File: src/rtl/fsm_moesi_controler.sv
// MOESI coherency decision block: CPU-side and snoop-side decodes, both registered.
// Optional build macro MOESI_E_INTERVENTION_EN: EXCLUSIVE line supplies data on a snooped read.
module fsm_moesi_controler #(
    parameter logic [2:0] INVALID   = 3'b000,
    parameter logic [2:0] MODIFIED  = 3'b001,
    parameter logic [2:0] SHARED    = 3'b010,
    parameter logic [2:0] OWNED     = 3'b011,
    parameter logic [2:0] EXCLUSIVE = 3'b100,
    parameter logic [2:0] FROM_M    = 3'b001,
    parameter logic [2:0] FROM_O    = 3'b011,
    parameter logic [2:0] FROM_E    = 3'b100,
    parameter logic [2:0] FROM_MEM  = 3'b101
) (
    input  logic       clk,
    input  logic       rst_n,
    input  logic [2:0] coherency_state_attending_cpu,
    input  logic       cpu_write_hit,
    input  logic       cpu_read_hit,
    input  logic       cpu_write_miss,
    input  logic       cpu_read_miss,
    input  logic [2:0] coherency_state_attending_bus,
    input  logic [2:0] bus_from_state,
    input  logic       bus_read,
    input  logic       bus_rwitm,
    input  logic       bus_invalidate,
    input  logic       bus_shared,
    output logic [2:0] cpu_next_state,
    output logic [2:0] bus_next_state,
    output logic       read,
    output logic       rwitm,
    output logic       invalidate,
    output logic       shared,
    output logic       abort_mem_access_next
);

`ifdef MOESI_E_INTERVENTION_EN
    localparam logic E_ABORT = 1'b1;
`else
    localparam logic E_ABORT = 1'b0;
`endif

    // Encodings above EXCLUSIVE are not legal states and collapse to INVALID.
    function automatic logic [2:0] legal_state(input logic [2:0] s);
        return (s > EXCLUSIVE) ? INVALID : s;
    endfunction

    logic [2:0] cpu_state, bus_state;
    logic       from_cache, fill_exclusive;
    logic [2:0] cpu_next_state_reg, cpu_next_state_next;
    logic [2:0] bus_next_state_reg, bus_next_state_next;
    logic       read_reg, read_next;
    logic       rwitm_reg, rwitm_next;
    logic       invalidate_reg, invalidate_next;
    logic       shared_reg, shared_next;
    logic       abort_reg, abort_next;

    assign cpu_state  = legal_state(coherency_state_attending_cpu);
    assign bus_state  = legal_state(coherency_state_attending_bus);
    assign from_cache = (bus_from_state == FROM_M) || (bus_from_state == FROM_O) ||
                        (bus_from_state == FROM_E);
    assign fill_exclusive = !from_cache && (bus_from_state == FROM_MEM) && !bus_shared;

    always_ff @(posedge clk or negedge rst_n) begin
        if (!rst_n) begin
            cpu_next_state_reg <= INVALID;
            bus_next_state_reg <= INVALID;
            read_reg           <= 1'b0;
            rwitm_reg          <= 1'b0;
            invalidate_reg     <= 1'b0;
            shared_reg         <= 1'b0;
            abort_reg          <= 1'b0;
        end else begin
            cpu_next_state_reg <= cpu_next_state_next;
            bus_next_state_reg <= bus_next_state_next;
            read_reg           <= read_next;
            rwitm_reg          <= rwitm_next;
            invalidate_reg     <= invalidate_next;
            shared_reg         <= shared_next;
            abort_reg          <= abort_next;
        end
    end

    // CPU side: write miss > read miss > write hit > read hit; hits in I behave as misses.
    always_comb begin
        cpu_next_state_next = cpu_state;
        read_next           = 1'b0;
        rwitm_next          = 1'b0;
        invalidate_next     = 1'b0;
        if (cpu_write_miss) begin
            rwitm_next          = 1'b1;
            cpu_next_state_next = MODIFIED;
        end else if (cpu_read_miss) begin
            read_next           = 1'b1;
            cpu_next_state_next = fill_exclusive ? EXCLUSIVE : SHARED;
        end else if (cpu_write_hit) begin
            cpu_next_state_next = MODIFIED;
            if (cpu_state == INVALID)
                rwitm_next = 1'b1;
            else if (cpu_state == SHARED || cpu_state == OWNED)
                invalidate_next = 1'b1;
        end else if (cpu_read_hit && cpu_state == INVALID) begin
            read_next           = 1'b1;
            cpu_next_state_next = fill_exclusive ? EXCLUSIVE : SHARED;
        end
    end

    // Snoop side: rwitm > invalidate > read.
    always_comb begin
        bus_next_state_next = bus_state;
        shared_next         = 1'b0;
        abort_next          = 1'b0;
        if (bus_rwitm) begin
            bus_next_state_next = INVALID;
            abort_next = (bus_state == MODIFIED) || (bus_state == OWNED) ||
                         (bus_state == EXCLUSIVE);
        end else if (bus_invalidate) begin
            bus_next_state_next = INVALID;
        end else if (bus_read) begin
            case (bus_state)
                MODIFIED: begin
                    bus_next_state_next = OWNED;
                    shared_next = 1'b1;
                    abort_next  = 1'b1;
                end
                OWNED: begin
                    shared_next = 1'b1;
                    abort_next  = 1'b1;
                end
                EXCLUSIVE: begin
                    bus_next_state_next = SHARED;
                    shared_next = 1'b1;
                    abort_next  = E_ABORT;
                end
                SHARED:  shared_next = 1'b1;
                default: ;
            endcase
        end
    end

    assign cpu_next_state        = cpu_next_state_reg;
    assign bus_next_state        = bus_next_state_reg;
    assign read                  = read_reg;
    assign rwitm                 = rwitm_reg;
    assign invalidate            = invalidate_reg;
    assign shared                = shared_reg;
    assign abort_mem_access_next = abort_reg;

endmodule

File: config.mk
export PLATFORM = sky130hd
export DESIGN_NAME = fsm_moesi_controler
export DESIGN_NICKNAME = d
export VERILOG_FILES = /design/src/rtl/fsm_moesi_controler.sv
export SDC_FILE = /design/constraint.sdc
export NUM_CORES = 1
export LEC_CHECK = 0
export BUFFER_PORTS_ARGS = -buffer_cell sky130_fd_sc_hd__buf_4
export CORE_AREA = 2 2 39 41
export DETAILED_ROUTE_END_ITERATION = 10
export DIE_AREA = 0 0 41 43
export PLACE_DENSITY_LB_ADDON = 0.08
export SKIP_LAST_GASP = 1
export SLEW_MARGIN = 20
export SYNTH_ARGS = -nofsm -noshare
export SYNTH_HDL_FRONTEND = slang
export SYNTH_SLANG_ARGS = --single-unit
File: constraint.sdc
create_clock -name clk -period 1.05 [get_ports clk]
set_input_delay 0.21 -clock clk [delete_from_list [all_inputs] [get_ports clk]]
set_output_delay 0.21 -clock clk [all_outputs]
set_load 0.02 [all_outputs]
# Yosys cells after proc, flatten, opt, wreduce, memory -nomap -nowiden

Index checks and enable logic that the tools add are counted.

$lt $le $gt $ge: 2
Equality and inequality tests: 10
Mux-type cells: 32
Reductions and logical operators: 13

Operator list:

| operator             | count |
|---|---|
| $mux W3              | 10 |
| $mux W1              | 21 |
| $eq A3 B2 Y1 const B | 5 |
| $eq A3 B3 Y1 const B | 3 |
| $eq A3 B1 Y1 const B | 2 |
| $gt A3 B3 Y1 const B | 2 |
| $pmux W3 S2          | 1 |
| $logic_or A1 B1 Y1   | 5 |
| $reduce_or A4 Y1     | 1 |
| $logic_and A1 B1 Y1  | 3 |
| $logic_not A3 Y1     | 1 |
| $logic_not A1 Y1     | 2 |
| $reduce_or A2 Y1     | 1 |

Register bits after elaboration: 11
Input port bits: 19
Logic and storage cells: 64

# Depth between registers and ports, before layout

Gate-level depths: netlist (run 1).

Depth in word-level cells: 11
Mapped depth: 3
Mapped depth without buffers: 3

# Least setup slack after synthesis (run 1)

No wires, ideal clock.

Kind: input-to-reg
Start: in coherency_state_attending_bus[0]
End: reg shared_reg (netlist: shared)
Arrival time: 884 ps
Slack: 55 ps
Cell stages on the path: 2
Path buffers: 0
Cells stage by stage: or3b_4 > a2111oi_2

Longest elaborated chain between the ends: 8
Elaborated cells on any way between the ends: 11
Those cells by class: order compare: 1; eq/ne: 4; mux: 5; reduce/logical: 1

RTL lines:

| item                                 | RTL line | source |
|---|---|---|
| start: declaration                   | 21       | `input logic [2:0] coherency_state_attending_bus,` |
| $gt A3 B3 Y1                         | 44       | `return (s > EXCLUSIVE) ? INVALID : s;` |
| $mux W3 *                            | 44       |  |
| $eq A3 B1 Y1 (tied with other cells) | 119      | `case (bus_state)` |
| $reduce_or A4 Y1 (no source line) *  | n/a      |  |
| $mux W1 *                            | 119      |  |
| $mux W1 *                            | 118      | `end else if (bus_read) begin` |
| $mux W1 *                            | 116      | `end else if (bus_invalidate) begin` |
| $mux W1 *                            | 112      | `if (bus_rwitm) begin` |
| via shared_next                      | 54       | `logic shared_reg, shared_next;` |
| end signal: assignment               | 78       | `shared_reg <= shared_next;` |
| end: declaration                     | 54       |  |

Mark *: on every way through the listed nets, which the timed path passes. The rest lies on a longest branch.

# Worst setup path in the final report (run 1)

Start: reg abort_reg (netlist: abort_mem_access_next)
End: out abort_mem_access_next

RTL lines:

| item                     | RTL line | source |
|---|---|---|
| start: declaration       | 55       | `logic abort_reg, abort_next;` |
| start signal: assignment | 79       | `abort_reg <= abort_next;` |
| end: declaration         | 33       | `output logic abort_mem_access_next` |

No word-level cell between the ends.

==> results.py, run 1 <==
metrics = {
    "run_status": {
        "outcome": "finished, final reports clean",
    },
    "layout": {
        "mostFrequentLayoutCells": "buf_4 (33), dfrtp_1 (11), nor2_1 (4)",
        "final_common_cell": "buf_4",
        "drive_above_1_share_pct": 45.9,
        "fillers": 119,
        "num_antenna_cells": 0,
        "final_nets": 105,
        "syn_to_final_growth_pct": 59.3,
        "final_cell_area_um2": 817,
    },
    "sta": {
        "relSlewSlack_pct": 78.5,
        "fin_setup_tns_ps": 0,
        "holdWs_ps": 132,
        "worstMarginPinSlew_ps": 320,
        "worst_slack_ps": 62.1,
        "min_period_over_period_pct": 94.1,
        "max_freq_mhz": 1010,
        "layout_min_cycle_time_ps": 988,
        "hold_violations": 0,
        "drv_slew": 0,
        "setup_viol": 0,
        "rsz0062_at_grt": "no",
    },
    "synthesis": {
        "synth_ff_type": "dfrtp_1",
        "synth_area_leader_cell": "dfrtp_1",
        "syn-cell-area_um2": 513,
        "ys_warn_count": 0,
        "yosys-top-cells-area": "dfrtp_1 (54%), o21bai_1 (4.4%), nand2b_1 (3.7%)",
        "syn-mean-instance-area_um2": 10.9,
        "yosysSeqAreaShare_pct": 53.7,
        "netlist.area_leader.share_pct": 53.7,
        "async_reset_ff_share_pct": 100,
        "synth-edff-count": 0,
        "syn_inst": 47,
        "synth.distinct_cells": 25,
        "synth.net_count": 66,
        "ys_seq_elements": 11,
    },
    "die": {
        "dieArea_mm2": 0.00176,
        "start_util_pct": 37.1,
        "ioPinCount": 30,
        "die_w_um": 41,
        "core_area_mm2": 0.00138,
        "placementRows": 14,
        "fp.dieH_um": 43,
    },
    "critical_path": {
        "path_class": "reg -> out",
        "cp_max_fo": 1,
        "cpLargestDelayFamily": "flip-flops",
        "crit_chain": "buf_4",
        "worst-path-buf-inv": 1,
        "worstPathRequired_ps": 840,
        "cp-start-kind": "flop",
        "arrival_ps": 780,
        "crit_path_end_kind": "primary output",
        "cp_slowest_cell": "dfrtp_1",
        "slowest_delay_ps": 360,
    },
    "global_route": {
        "antenna_found_initial": 0,
        "grt.overflow.total": 0,
        "met3_usage_pct": 1.57,
        "grt_pass1_wl_um": 1680,
        "gr-usage-met2_pct": 22.2,
        "use_met1_pct": 17.2,
        "grt_pass1_vias": 421,
        "grt_max_degree": 12,
        "top_usage_layer": "met2",
        "grt_usage_pct": 14.6,
    },
    "route": {
        "antenna_left": 0,
        "drt_first_pass_iters": 4,
        "wire_per_inst_um": 10.8,
        "vias_per_cell": 5.04,
        "finalWirelength_um": 1090,
        "first_iter_violations": 3,
        "drc": 0,
        "vias": 509,
    },
    "power_and_ir_drop": {
        "ir_drop_mv": 0.441,
        "power.density_mw_per_mm2": 1130,
        "p_leak_nw": 0.406,
    },
    "clocking": {
        "clockBufferDepth": 2,
        "clock-sinks": 11,
        "cts_hold_buf": 1,
        "numCtsBuffers": 3,
        "clk_pin_slew_ps": 60,
        "cts_root_buffer": "clkbuf_4",
        "post_cts_buffers": 0,
        "h-tree-depth": 1,
        "ctsResizeCount": 0,
        "cts_tree": "built",
    },
    "placed_design": {
        "dp_hpwl_um": 855,
        "port_buffers": 29,
        "gp_congestion": 0.780,
        "dpl_cell_area_um2": 781,
        "place_ws_ps": -107,
    },
    "flow_run": {
        "max-cap-violations": 0,
    },
    "hold_path": {
        "hold_class": "in -> reg",
    },
}
==> power breakdown <==
group	switching [mW]	total [mW]	leakage (nW)	internal, mW
combinational	0.101	0.212	0.248	0.111
sequential	0.00511	0.448	0.143	0.443
clock	0.120	0.267	0.0150	0.146
total	0.226	0.927	0.406	0.700
==> cell families after synthesis <==
family          after synthesis  synth area share (%)
compound gates               13                  19.5
xor+xnor                      1                  1.71
buf+inv                       3                  2.19
flops                        11                  53.7
simple gates                 19                  22.9
==> cell usage after synthesis (all sizes together), types with 2 or more instances <==
library cell	n
dfrtp	11
nor2	4
inv	3
nand2	3
nand2b	3
o21bai	3
a21oi	2
nor3	2
o21ai	2
==> cell type report <==
class,count,area [µm²],area share [%]
repair buffers,34,258,31.5
multi-input cells,33,226,27.7
flip-flops and latches,11,275,33.7
clock buffers,4,26.3,3.22
well taps,16,20.0,2.45
inverters,3,11.3,1.38
==> stage by stage <==
step	utilization, %	power, mW	std cells
global route	59.0	0.985	101
finish	59.0	0.927	101
global placement	56.4	0.664	96
detailed placement	56.4	0.665	96
floorplan	-	0.536	47
CTS	59.0	0.940	101
==> worst paths after layout <==
kind,depth (start not counted),slack [ps],startpoint,end
max,1,60,abort_mem_access_next,abort_mem_access_next
min,2,130,bus_read,bus_next_state[2]
max in group asynchronous,2,600,rst_n,rwitm
min in group asynchronous,2,310,rst_n,abort_mem_access_next
==> layer usage <==
metal,share of wire (%),up-vias
met2,46,29
met4,3.1,0
met1,40,226
met3,10,4
li1,-,250
met5,0,-
Power figures use the tool's default switching activity.
==> run 2: changes to the inputs <==
Settings changed: PLACE_DENSITY set to 0.72, PLACE_DENSITY_LB_ADDON 0.08 to unset.
==> results.py, run 2 (same netlist as run 1, synthesis figures left out) <==
metrics = {
    "critical_path": {
        "worstPathRequired_ps": 840,
        "cpLargestDelayFamily": "flip-flops",
        "crit_path_end_kind": "primary output",
        "cp_slowest_cell": "dfrtp_1",
        "crit_chain": "buf_4",
        "cp_max_fo": 1,
        "worst-path-buf-inv": 1,
        "cp-start-kind": "flop",
        "arrival_ps": 790,
        "slowest_delay_ps": 370,
        "path_class": "reg -> out",
        "cp-startpoint": "abort_mem_access_next",
    },
    "layout": {
        "fillers": 129,
        "regArea_um2": 275,
        "post_layout_nonfiller_instances": 101,
        "num_antenna_cells": 0,
        "drive_above_1_share_pct": 45.9,
        "final_common_cell": "buf_4",
        "final_cell_area_um2": 817,
        "syn_to_final_growth_pct": 59.3,
        "mostFrequentLayoutCells": "buf_4 (33), dfrtp_1 (11), nor2_1 (4)",
        "final_nets": 105,
        "multi_input_area_um2": 226,
    },
    "sta": {
        "min_period_over_period_pct": 94.9,
        "setup_viol": 0,
        "worstMarginPinSlew_ps": 341,
        "layout_min_cycle_time_ps": 997,
        "max_freq_mhz": 1000,
        "relSlewSlack_pct": 77.1,
        "drv_slew": 0,
        "rsz0062_at_grt": "no",
        "hold_violations": 0,
    },
    "global_route": {
        "grt_max_degree": 12,
        "grt_pass1_wl_um": 1700,
        "grt_usage_pct": 14.6,
        "grt_pass1_vias": 427,
        "grt.overflow.total": 0,
        "antenna_found_initial": 0,
    },
    "die": {
        "die_w_um": 41,
        "core_area_mm2": 0.00138,
        "start_util_pct": 37.1,
        "fp.dieH_um": 43,
        "placementRows": 14,
        "ioPinCount": 30,
        "dieArea_mm2": 0.00176,
    },
    "route": {
        "finalWirelength_um": 1010,
        "first_iter_violations": 9,
        "drc": 0,
        "vias": 486,
        "vias_per_cell": 4.81,
        "drt_first_pass_iters": 3,
        "antenna_left": 0,
        "wire_per_inst_um": 10.0,
    },
    "clocking": {
        "numCtsBuffers": 3,
        "h-tree-depth": 1,
        "cts_root_buffer": "clkbuf_4",
        "cts_tree": "built",
        "clock-sinks": 11,
        "clockBufferDepth": 2,
        "clk_pin_slew_ps": 60,
    },
    "placed_design": {
        "dp_cells": 96,
        "gp_congestion": 0.800,
        "port_buffers": 29,
        "dp_hpwl_um": 859,
        "dpl_cell_area_um2": 781,
    },
    "power_and_ir_drop": {
        "ir_drop_mv": 0.456,
        "power.density_mw_per_mm2": 1140,
        "p_leak_nw": 0.406,
    },
    "hold_path": {
        "hold_class": "in -> reg",
        "hp-start": "bus_read",
    },
    "flow_run": {
        "max-cap-violations": 0,
    },
    "run_status": {
        "outcome": "finished, final reports clean",
    },
}
run 2: cell counts in the layout (fill, tap and decap cells not counted):
No cell type changed its count.
run 2: what timing repair did:
action | CTS | global route
hold endpoints to repair | 11 | 0
hold buffers | 1 | 0
gates resized for setup | 0 | 0
setup buffers | 0 | 0
run 2: layout make-up:
cell class | count | share of cell area, %
flip-flops and latches | 11 | 33.7
repair buffers | 34 | 31.5
multi-input cells | 33 | 27.7
clock buffers | 4 | 3.22
well taps | 16 | 2.45
inverters | 3 | 1.38
run 2: routing by layer:
metal	GRT usage, %	routed length (µm)	up-vias
met5	0	0	-
met4	14.0	29	0
met3	1.57	55	3
met2	20.9	545	15
met1	17.7	383	222
li1	-	-	246
run 2: worst paths after layout:
kind / cells after the start / endpoint / slack (ps)
min in group asynchronous: 2 / read / 300
worst min-delay path: 2 / bus_next_state[2] / 130
worst max-delay path: 1 / abort_mem_access_next / 50
max in group asynchronous: 2 / bus_next_state[0] / 610
run 2: through the flow:
step                      power, mW  setup WS [ps]  hold slack [ps]  utilization [%]  TNS [ps]
after floorplan               0.536           54.9            -85.6                -         0
after global placement        0.661          -84.9             42.1             56.4      -143
after detailed placement      0.665           -114             43.1             56.4      -188
after CTS                     0.944           31.4              123             59.0         0
after global routing          0.976           22.5              139             59.0         0
final                         0.930           53.1              132             59.0         0
run 2: power breakdown:
group,total (mW),internal (mW),switching [mW]
Combinational,0.211,0.111,0.0996
Sequential,0.448,0.443,0.00485
Clock,0.271,0.147,0.125
==> run 3: changes to the inputs <==
Settings changed: CORE_AREA 2 2 39 41 to unset, CORE_UTILIZATION set to 38, DIE_AREA 0 0 41 43 to unset, PLACE_DENSITY 0.72 to 0.71.
==> results.py, run 3 (same netlist as run 1, synthesis figures left out) <==
metrics = {
    "critical_path": {
        "worstPathRequired_ps": 840,
        "cp-startpoint": "bus_next_state[1]",
        "arrival_ps": 790,
        "crit_chain": "buf_4",
        "cp_slowest_cell": "dfrtp_1",
        "cp_max_fo": 1,
        "cpLargestDelayFamily": "flip-flops",
        "worst-path-buf-inv": 1,
        "path_class": "reg -> out",
        "cp-start-kind": "flop",
        "slowest_delay_ps": 370,
        "crit_path_end_kind": "primary output",
    },
    "clocking": {
        "h-tree-depth": 1,
        "clock-sinks": 11,
        "numCtsBuffers": 3,
        "post_cts_buffers": 0,
        "cts_tree": "built",
        "clockBufferDepth": 2,
        "clk_pin_slew_ps": 70,
        "cts_root_buffer": "clkbuf_4",
    },
    "route": {
        "first_iter_violations": 5,
        "wire_per_inst_um": 10.7,
        "vias": 484,
        "vias_per_cell": 4.89,
        "drc": 0,
        "finalWirelength_um": 1060,
        "antenna_left": 0,
        "drt_first_pass_iters": 2,
    },
    "die": {
        "fp.dieH_um": 38.7,
        "die_w_um": 38.7,
        "dieArea_mm2": 0.00150,
        "ioPinCount": 30,
        "start_util_pct": 43.2,
        "core_area_mm2": 0.00119,
        "placementRows": 12,
    },
    "global_route": {
        "grt_max_degree": 12,
        "grt.overflow.total": 0,
        "grt_pass1_vias": 402,
        "grt_usage_pct": 17.5,
        "gr-usage-met2_pct": 22.1,
        "met3_usage_pct": 5.20,
        "antenna_found_initial": 0,
        "grt_pass1_wl_um": 1710,
        "use_met1_pct": 24.3,
        "top_usage_layer": "met1",
    },
    "hold_path": {
        "whs_endpoint": "bus_next_state[2]",
        "hold_class": "in -> reg",
        "min_path_cells": 2,
        "hp-start": "bus_read",
    },
    "placed_design": {
        "gp_congestion": 0.730,
        "port_buffers": 29,
        "dp_hpwl_um": 855,
    },
    "sta": {
        "hold_violations": 0,
        "worstMarginPinSlew_ps": 348,
        "relSlewSlack_pct": 76.7,
        "drv_slew": 0,
        "setup_viol": 0,
        "min_period_over_period_pct": 95.0,
        "max_freq_mhz": 1000,
        "layout_min_cycle_time_ps": 998,
        "rsz0062_at_grt": "no",
    },
    "layout": {
        "mostFrequentLayoutCells": "buf_4 (33), dfrtp_1 (11), nor2_1 (4)",
        "drive_above_1_share_pct": 47.1,
        "syn_to_final_growth_pct": 59.0,
        "fillers": 102,
        "num_antenna_cells": 0,
        "final_common_cell": "buf_4",
        "finalCoreUtilization_pct": 68.8,
        "final_nets": 105,
    },
    "run_status": {
        "outcome": "finished, final reports clean",
    },
    "power_and_ir_drop": {
        "power.density_mw_per_mm2": 1150,
        "power_uw": 939,
        "p_leak_nw": 0.409,
        "ir_drop_mv": 0.534,
    },
    "flow_run": {
        "max-cap-violations": 0,
    },
}
-- run 3: how the worst max path moves through the flow --
stage               slack [ps]                end  cells past startpoint
global route                20  bus_next_state[1]                      1
finish                      50  bus_next_state[1]                      1
floorplan                   50             shared                      2
detailed placement         -90  bus_next_state[1]                      4
CTS                         40  bus_next_state[1]                      1
global placement           -90             shared                      3
-- run 3: cell type report --
| class | count | area [µm²] | share of cell area [%] |
|---|---|---|---|
| Clock inverter | 1 | 5.00 | 0.613 |
| Inverter | 3 | 11.3 | 1.38 |
| Tap cell | 14 | 17.5 | 2.15 |
| Multi-Input combinational cell | 33 | 226 | 27.8 |
| Clock buffer | 3 | 22.5 | 2.76 |
| Timing Repair Buffer | 34 | 258 | 31.6 |
| Sequential cell | 11 | 275 | 33.7 |
-- run 3: through the flow --
step                cell area (µm²)  TNS [ps]  std cells  hold slack (ps)  worst slack [ps]
global route                    816         0         99              130              24.4
finish                          816         0         99              135              52.3
floorplan                       513         0         47            -85.6              54.9
CTS                             816         0         99              126              44.7
detailed placement              778      -187         94             44.3             -94.1
global placement                778      -143         94             44.3             -85.8
-- run 3: where the power goes --
group | leakage [nW] | internal [mW] | total, mW | switching [mW]
logic | 0.248 | 0.111 | 0.212 | 0.101
registers | 0.143 | 0.442 | 0.447 | 0.00499
clock network | 0.0177 | 0.141 | 0.280 | 0.139
total | 0.409 | 0.694 | 0.939 | 0.245
-- run 3: what timing repair did --
item                      4_1_cts  5_1_grt
hold endpoints to repair       11        0
hold buffers                    1        0
resized for setup               0        0
-- run 3: metal layers --
layer  up-vias  share of wire [%]
li1        248                  -
met2        22                 46
met3         0                6.3
met5         -                  0
met4         0                  0
met1       214                 47
